**config.mk**
```make
export PLATFORM = sky130hd
export DESIGN_NAME = tdm_demux_2ch
export DESIGN_NICKNAME = d
export VERILOG_FILES = /design/src/rtl/tdm_demux_2ch.sv
export SDC_FILE = /design/constraint.sdc
export NUM_CORES = 1
export LEC_CHECK = 0
export BUFFER_PORTS_ARGS = -buffer_cell sky130_fd_sc_hd__buf_2
export CAP_MARGIN = 25
export CELL_PAD_IN_SITES_DETAIL_PLACEMENT = 0
export CELL_PAD_IN_SITES_GLOBAL_PLACEMENT = 1
export CORE_MARGIN = 4
export CORE_UTILIZATION = 45
export CTS_BUF_LIST = sky130_fd_sc_hd__clkbuf_4
export DETAILED_ROUTE_END_ITERATION = 10
export HOLD_SLACK_MARGIN = 0.02
export PLACE_DENSITY_LB_ADDON = 0.1
export REMOVE_ABC_BUFFERS = 1
export SLEW_MARGIN = 5
export SYNTH_ARGS = -nofsm -noshare
export SYNTH_HDL_FRONTEND = slang
export SYNTH_SLANG_ARGS = --single-unit
```
**constraint.sdc**
```tcl
create_clock -name clk -period 2.15 [get_ports clk]
set_clock_uncertainty 0.15 [all_clocks]
set_input_delay 0.43 -clock clk [delete_from_list [all_inputs] [get_ports clk]]
set_output_delay 0.43 -clock clk [all_outputs]
set_load 0.05 [all_outputs]
```
**src/rtl/tdm_demux_2ch.sv**
```systemverilog
// tdm_demux_2ch: frame-locked 2:1 bit-interleaved TDM demultiplexer with framing-error detection
module tdm_demux_2ch #(
  parameter int WIDTH = 8
) (
  input  logic             clk,
  input  logic             rst_n,
  input  logic             E,
  input  logic             din,
  input  logic             sync,
  output logic [WIDTH-1:0] a_word,
  output logic [WIDTH-1:0] b_word,
  output logic             a_valid,
  output logic             b_valid,
  output logic             frame_err
);
  localparam int CW = $clog2(2 * WIDTH);
  localparam logic [CW-1:0] LAST = CW'(2 * WIDTH - 1);
  typedef enum logic {HUNT, RUN} state_t;
  state_t           state;
  logic [CW-1:0]    cnt;
  logic [WIDTH-1:0] a_sh, b_sh, a_stage, b_stage;
  logic             pend;
  // Completed words are staged so the next frame's slot 0 can reuse the shift registers on the same edge
  always_ff @(posedge clk or negedge rst_n)
    if (!rst_n) begin
      state     <= HUNT;
      cnt       <= '0;
      a_sh      <= '0;
      b_sh      <= '0;
      a_stage   <= '0;
      b_stage   <= '0;
      pend      <= 1'b0;
      a_word    <= '0;
      b_word    <= '0;
      a_valid   <= 1'b0;
      b_valid   <= 1'b0;
      frame_err <= 1'b0;
    end else begin
      a_valid   <= pend;
      b_valid   <= pend;
      frame_err <= 1'b0;
      pend      <= 1'b0;
      if (pend) begin
        a_word <= a_stage;
        b_word <= b_stage;
      end
      if (E) begin
        if (state == HUNT) begin
          if (sync) begin
            a_sh  <= {din, a_sh[WIDTH-1:1]};
            cnt   <= CW'(1);
            state <= RUN;
          end
        end else if (sync && cnt != '0) begin
          frame_err <= 1'b1;
          a_sh      <= {din, a_sh[WIDTH-1:1]};
          cnt       <= CW'(1);
        end else if (!sync && cnt == '0) begin
          frame_err <= 1'b1;
          state     <= HUNT;
        end else begin
          if (cnt[0]) b_sh <= {din, b_sh[WIDTH-1:1]};
          else a_sh <= {din, a_sh[WIDTH-1:1]};
          cnt <= cnt == LAST ? '0 : cnt + 1'b1;
          if (cnt == LAST) begin
            a_stage <= a_sh;
            b_stage <= {din, b_sh[WIDTH-1:1]};
            pend    <= 1'b1;
          end
        end
      end
    end
endmodule

```
**Word level (Yosys, flattened, before mapping)**

Index checks and enable logic that the tools add are counted.
W data, S select, Z words.

- Bits in registers: 56
- Input bits: 5
- Output and inout bits: 19

- Add/sub/neg operators: 1
- Eq/ne operators: 3
- Mux-type cells: 23
- Bitwise gates (word level): 2
- Reduce and logical (&&, ||, !) cells: 10

Operator list:

| operator | number |
|---|---|
| $mux W8 | 5 |
| $mux W4 | 5 |
| $mux W1 | 13 |
| $reduce_and A5 Y1 | 2 |
| $add A4 B1 Y4 const B | 1 |
| $eq A4 B4 Y1 const B | 1 |
| $logic_not A4 Y1 | 1 |
| $reduce_and A4 Y1 | 1 |
| $reduce_bool A4 Y1 | 1 |
| $ne A3 B2 Y1 const B | 1 |
| $ne A3 B3 Y1 const B | 1 |
| $reduce_and A3 Y1 | 1 |
| $logic_and A1 B1 Y1 | 2 |
| $not A1 Y1 | 2 |
| $reduce_bool A2 Y1 | 1 |
| $logic_not A1 Y1 | 1 |

**Longest topological paths before layout**

Gate-level depths: netlist (run 1).

- Depth in word-level cells: 6
- Depth in mapped cells: 9
- Mapped depth without buffers: 8

**Least setup slack after synthesis (run 1)**

Ideal clock, no wire load.

- Path type: register -> register
- Start point: reg cnt[0]
- End point: reg b_stage[7]
- Setup time: 0.125 ns
- Arrival: 1.809 ns
- Required time: 1.875 ns
- Slack: 0.066 ns
- Cell stages (with the launch flop): 10
- Buffers on the path: 1
- Period minus slack after synthesis: 2.084 ns
- Path through: dfrtp_1 > inv_1 > ha_1 > nand2_1 > inv_1 > ha_1 > nand3_1 > nor2_4 > buf_6 > mux2_2

- Cells in the longest elaborated chain, start to end: 4
- Elaborated cells between the ends (all ways): 8
- Classes of those cells: 1 x eq/ne; 2 x bitwise; 5 x reduce/logical

Ends and longest elaborated chain:

| what | line | source |
|---|---|---|
| start, declared | 20 | `logic [CW-1:0] cnt;` |
| start signal, assigned | 64 | `cnt <= cnt == LAST ? '0 : cnt + 1'b1;` |
| $logic_not A4 Y1 / $reduce_bool A4 Y1 (equally long branches) | 58, 54 |  |
| $logic_and A1 B1 Y1, on equally long branches | 58, 54 |  |
| $not A1 Y1 (no line) | -- |  |
| $reduce_and A5 Y1 (no line) (*) | -- |  |
| end signal, assigned | 67 | `b_stage <= {din, b_sh[WIDTH-1:1]};` |
| end, declared | 21 | `logic [WIDTH-1:0] a_sh, b_sh, a_stage, b_stage;` |

Mark *: on every way between the ends. The rest lies on a longest branch, timed or not.
A chain may end at the register's enable or synchronous reset.

**Worst setup path in the final report (run 1)**

- Start point: reg cnt[1]
- End point: reg b_stage[2]

Same word-level chain as after synthesis.

==> out/qor.yml, run 1 <==
crit_type: "reg -> reg"
place_area_mm2: 0.00250
row_count: 25
ff2ff_path_depth: 9
drive_gt1_frac: 0.497
antenna_found_initial: 0
overflow: 0
clock-sinks: 55
numCtsBuffers: 5
finalSetupTns_ns: 0
fill_cells: 455
insertedDiodeCount: 0
cp.depth: 9
die_area_mm2: 0.00624
start_util: 0.471
path_cells: "inv_1 -> ha_1 -> nand2_1 -> inv_1 -> ha_4 -> nand3_2 -> nor2_4 -> buf_6 -> mux2_2"
r2r_start: "cnt[1]"
path_common_cell: "inv_1"
required_ns: 2.26
syn_area_mm2: 0.00227
ys_seq_area_frac: 0.607
arrival_ns: 2.14
netlist_instances: 151
finalSetupViolations: 0
fmaxAchievable_mhz: 494
slew_headroom: 0.779
die_width_um: 79.0
critPathLaunchType: "register"
rsz0062_at_grt: "false"
synth-edff-count: 0
synth_cell_type_count: 28
dieHeight_um: 79.0
grt_pass1_wl_um: 6250
drc: 0
ir_drop_v: 0.000602
grt_max_degree: 56
wire_per_inst_um: 14.1
clk_latency_ns: 0.38
fin_crit_ns: 2.03
final-seq-area_mm2: 0.00138
grt_usage: 0.130
num_vias: 1250
cts.path.max_buffers: 2
critPathBufInv: 3
clk_pin_slew_ns: 0.17
io_pins: 24
endpoint: "b_stage[2]"
synthToLayoutAreaGrowth_pct: 15.7
syn_area_per_cell_um2: 15.0
multi_input_area_um2: 828
startpoint: "cnt[1]"
powerDensity_mw_per_mm2: 1110
gp_congestion: 0.820
ys_ff_latch: 55
final_nets: 193
slowest_delay_ns: 0.40
drv_slew: 0
worst_pin_slew_ns: 0.331
coreArea_mm2: 0.00482
drt-pass1-iter-count: 4
synth_ff_type: "dfrtp_1"
synth_async_sr_flop_share: 1.00
cap_violations: 0
fin_crit_sh: 0.942
status: "complete, no violations"
hold_viol: 0
p_leak_uw: 0.00135
r2r_setup_slack_ns: 0.12
cts_htree_levels: 2
worstReg2RegEnd: "b_stage[2]"
grt_pass1_vias: 1292
portBuffers: 23
yosys_warnings: 0
cp_max_fo: 8
finalWirelength_um: 3560
fin_hold_ws_ns: 0.153
mostFrequentLayoutCells: "dfrtp_1, mux2_2, buf_2"
worstHoldPathType: "in -> reg"
layout_commonest_cell: "dfrtp_1"
antenna_left: 0
critPathTopFamily: "adder cells"
crit_path_end_kind: "register"
root_buffer: "clkbuf_4"
avgViaCountPerCell: 4.96
dpl.hpwl_um: 2450
slowest_stage: "dfrtp_1"
design_area_mm2: 0.00262
cts_tree: "yes"
drtIter0Drc: 25
fin_util: 0.545
## per-layer routing
metal | wire length [um] | GRT usage | part of all wire | vias to the layer above
li1 | - | - | - | 590
met4 | 57 | 0.0498 | 0.016 | 0
met3 | 138 | 0.0420 | 0.039 | 5
met1 | 1700 | 0.167 | 0.48 | 633
met5 | 0 | 0 | 0 | -
met2 | 1670 | 0.205 | 0.47 | 22
## synthesized netlist by cell type, types with 2 or more instances
cell | n | share of area
mux2_2 | 38 | 0.19
nand3_1 | 3 | 0.0066
nand2_1 | 4 | 0.0066
ha_1 | 4 | 0.022
dfrtp_1 | 55 | 0.61
a31oi_1 | 2 | 0.0055
buf_6 | 3 | 0.015
nor2_1 | 4 | 0.0066
inv_1 | 5 | 0.0083
o21ai_0 | 2 | 0.0044
a2bb2oi_1 | 2 | 0.0077
mux2_4 | 8 | 0.053
buf_2 | 4 | 0.0088
a21oi_1 | 3 | 0.0066
## report_power, final
| part | leakage [uW] | internal [uW] | switching (uW) |
|---|---|---|---|
| Sequential | 0.000726 | 1300 | 184 |
| Clock | 0.0000418 | 249 | 328 |
| Combinational | 0.000584 | 497 | 349 |
| Total | 0.00135 | 2040 | 861 |
## worst reg2reg max path, cell delays in order, from the launching register on
cell and delay [ns]:
dfrtp_1 0.40, inv_1 0.07, ha_1 0.17, nand2_1 0.08, inv_1 0.08, ha_4 0.28
nand3_2 0.09, nor2_4 0.15, buf_6 0.15, mux2_2 0.33
## cell type report
type | instances | share of cell area
inverters | 5 | 0.00715
clock buffers | 5 | 0.0143
clock inverters | 3 | 0.0176
repair buffers | 34 | 0.0887
multi-input cells | 83 | 0.316
well taps | 67 | 0.0320
flip-flops and latches | 55 | 0.525
## cell families (layout without fill, tap and decap cells)
kind of cell / after synthesis / in the layout / share of synthesized area
adder cells (fa/ha/maj): 4 / 4 / 0.0221
AND/OR/NAND/NOR: 19 / 19 / 0.0497
buffers and inverters: 13 / 47 / 0.0353
multiplexers: 48 / 48 / 0.251
AO/OA/AOI/OAI: 12 / 12 / 0.0348
flip-flops: 55 / 55 / 0.607
## state kept, by name, indices dropped and copies added (netlist names)
register and flops:
a_sh 8, a_stage 8, a_word 8, b_sh 7, b_stage 8, b_valid 1
b_word 8, cnt 4, frame_err 1, pend 1, state 1
## how the worst min path moves through the flow
stage | from | endpoint | slack [ns] | cells after the start
floorplan | rst_n | a_sh[0] | -0.02 | 0
global placement | rst_n | a_word[2] | 0.30 | 2
detailed placement | rst_n | a_word[2] | 0.30 | 2
CTS | din | a_sh[7] | 0.13 | 2
global route | din | a_sh[7] | 0.13 | 2
finish | din | a_sh[7] | 0.15 | 2
## repair_timing
item	in CTS	in global routing
resized for setup	0	4
setup endpoints to repair	0	16
endpoints found under the hold margin	55	0
setup buffers	0	1
hold buffers	1	0
## stage by stage
step | cells | setup WS, ns | total power, uW
floorplan | 143 | 0.0565 | 2060
global placement | 242 | 0.120 | 2290
detailed placement | 242 | 0.0753 | 2320
CTS | 251 | 0.0615 | 2900
global route | 252 | 0.0162 | 3090
finish | 252 | 0.124 | 2900
No activity file was read; power rests on OpenSTA's default activity.
==> run 2: changes to the inputs <==
--- a/config.mk
+++ b/config.mk
@@ -9,6 +9,7 @@
 export CAP_MARGIN = 25
 export CELL_PAD_IN_SITES_DETAIL_PLACEMENT = 0
 export CELL_PAD_IN_SITES_GLOBAL_PLACEMENT = 1
+export CORE_ASPECT_RATIO = 0.9
 export CORE_MARGIN = 4
 export CORE_UTILIZATION = 45
 export CTS_BUF_LIST = sky130_fd_sc_hd__clkbuf_4
==> out/qor.yml, run 2 (synthesis results as in run 1) <==
status: "complete, no violations"  # unchanged
crit_type: "reg -> reg"  # unchanged
grt_usage: 0.119  # was 0.130
drv_slew: 0  # unchanged
crit_path_end_kind: "register"  # unchanged
worst_slack_ns: 0.0793  # was 0.124 ns
mostFrequentLayoutCells: "dfrtp_1, mux2_2, buf_2"  # unchanged
hold_viol: 0  # unchanged
clk_pin_slew_ns: 0.16  # was 0.17 ns
seqPwrFrac: 0.536  # was 0.510
ff2ff_path_depth: 9  # unchanged
fill_cells: 417  # was 455
rsz0062_at_grt: "false"  # unchanged
critPathLaunchType: "register"  # unchanged
arrival_ns: 2.18  # was 2.14 ns
dieHeight_um: 75.3  # was 79.0 um
cts.path.max_buffers: 2  # unchanged
io_pins: 24  # unchanged
cp_max_fo: 8  # unchanged
worstHoldPathType: "in -> reg"  # unchanged
dp_cells: 239  # was 242
ir_drop_v: 0.000540  # was 0.000602 V
start_util: 0.466  # was 0.471
required_ns: 2.26  # about the same
row_count: 24  # was 25
insertedDiodeCount: 0  # unchanged
antenna_found_initial: 0  # unchanged
wire_per_inst_um: 14.2  # was 14.1 um
synthToLayoutAreaGrowth_pct: 15.3  # was 15.7%
switchingPower_uw: 844  # was 861 uW
die_width_um: 82.8  # was 79.0 um
fin_crit_ns: 2.07  # was 2.03 ns
finalWirelength_um: 3550  # was 3560 um
dp_worst_setup_slack_ns: 0.0732  # was 0.0753 ns
fmaxAchievable_mhz: 483  # was 494 MHz
final_cells: 249  # was 252
clkPwrFrac: 0.159  # was 0.199
switching_share: 0.306  # was 0.297
num_vias: 1216  # was 1250
p_leak_uw: 0.00134  # was 0.00135 uW
die_area_mm2: 0.00624  # about the same
antenna_left: 0  # unchanged
worst_pin_slew_ns: 0.306  # was 0.331 ns
slew_headroom: 0.796  # was 0.779
cts_htree_levels: 2  # unchanged
layout_commonest_cell: "dfrtp_1"  # unchanged
drt-pass1-iter-count: 3  # was 4
drive_gt1_frac: 0.505  # was 0.497
grt_max_degree: 56  # unchanged
avgViaCountPerCell: 4.88  # was 4.96
numCtsBuffers: 5  # unchanged
root_buffer: "clkbuf_4"  # unchanged
dpl.hpwl_um: 2440  # was 2450 um
grt_pass1_wl_um: 5890  # was 6250 um
post-cts-setup-buffers: 0  # unchanged
portBuffers: 23  # unchanged
clk_latency_ns: 0.37  # was 0.38 ns
pwr-share-comb: 0.305  # was 0.291
cts_tree: "yes"  # unchanged
finalSetupViolations: 0  # unchanged
clock-sinks: 55  # unchanged
drc: 0  # unchanged
drtIter0Drc: 41  # was 25
final_nets: 192  # was 193
internal_power_uw: 1910  # was 2040 uW
coreArea_mm2: 0.00486  # was 0.00482 mm2
fin_crit_sh: 0.963  # was 0.942
cap_violations: 0  # unchanged
finalSetupTns_ns: 0  # unchanged
overflow: 0  # unchanged
powerDensity_mw_per_mm2: 1050  # was 1110 mW/mm2
gp_congestion: 0.740  # was 0.820
grt_pass1_vias: 1234  # was 1292
min_path_cells: 2  # unchanged
run 2: changes by cell type in the layout (fill, tap and decap cells not counted), sizes merged:
cell and delta:
buf -2, bufinv -1, clkbuf +1, clkinv +1, clkinvlp +1, inv -1
run 2: cell type report:
| type | count | area (um2) | share of cell area |
|---|---|---|---|
| repair buffers | 33 | 248 | 0.0947 |
| flip-flops and latches | 55 | 1380 | 0.526 |
| clock buffers | 5 | 37.5 | 0.0144 |
| multi-input cells | 83 | 833 | 0.319 |
| clock inverters | 3 | 20.0 | 0.00766 |
| inverters | 5 | 18.8 | 0.00718 |
| well taps | 65 | 81.3 | 0.0311 |
run 2: through the flow:
stage	util	hold WS [ns]	total power, uW	instance area, um2
after detailed placement	0.514	0.301	2320	2500
after global routing	0.538	0.152	2950	2620
final	0.538	0.173	2760	2620
after global placement	0.514	0.295	2290	2500
after CTS	0.528	0.158	2770	2570
after floorplan	-	-0.0156	2060	2210
run 2: worst paths after layout:
kind	startpoint	endpoint	slack (ns)
setup / recovery	cnt[1]	b_stage[5]	0.08
hold / removal	din	b_sh[7]	0.17
setup reg to reg	cnt[1]	b_stage[5]	0.08
hold reg to reg	a_word[6]	a_word[6]	0.37
max in group asynchronous	rst_n	frame_err	1.18
min in group asynchronous	rst_n	cnt[2]	0.42
run 2: what timing repair did:
item                                    CTS  global route
hold endpoints to repair                 55             0
hold buffers                              1             0
gates resized for setup                   0             4
endpoints found under the setup margin    0            22
run 2: per-layer routing:
metal	up-vias	routed length (um)	track usage
met5	-	0	0
met4	0	63	0.0490
met3	8	130	0.0335
met2	19	1620	0.185
met1	601	1740	0.160
li1	588	-	-
run 2: power by group through the flow:
| stage | clock [uW] | sequential (uW) | combinational, uW |
|---|---|---|---|
| global placement | 0 | 1490 | 801 |
| CTS | 464 | 1480 | 820 |
| floorplan | 0 | 1500 | 563 |
| detailed placement | 0 | 1500 | 819 |
| finish | 439 | 1480 | 840 |
| global route | 500 | 1520 | 932 |
run 2: worst max-delay path: stages (launching register included):
cell and delay (ns):
dfrtp_1 0.40, inv_1 0.07, ha_2 0.17, nand2_2 0.06
inv_1 0.06, ha_4 0.28, nand3_2 0.09, nor2_4 0.19
clkbuf_16 0.18, mux2_1 0.31
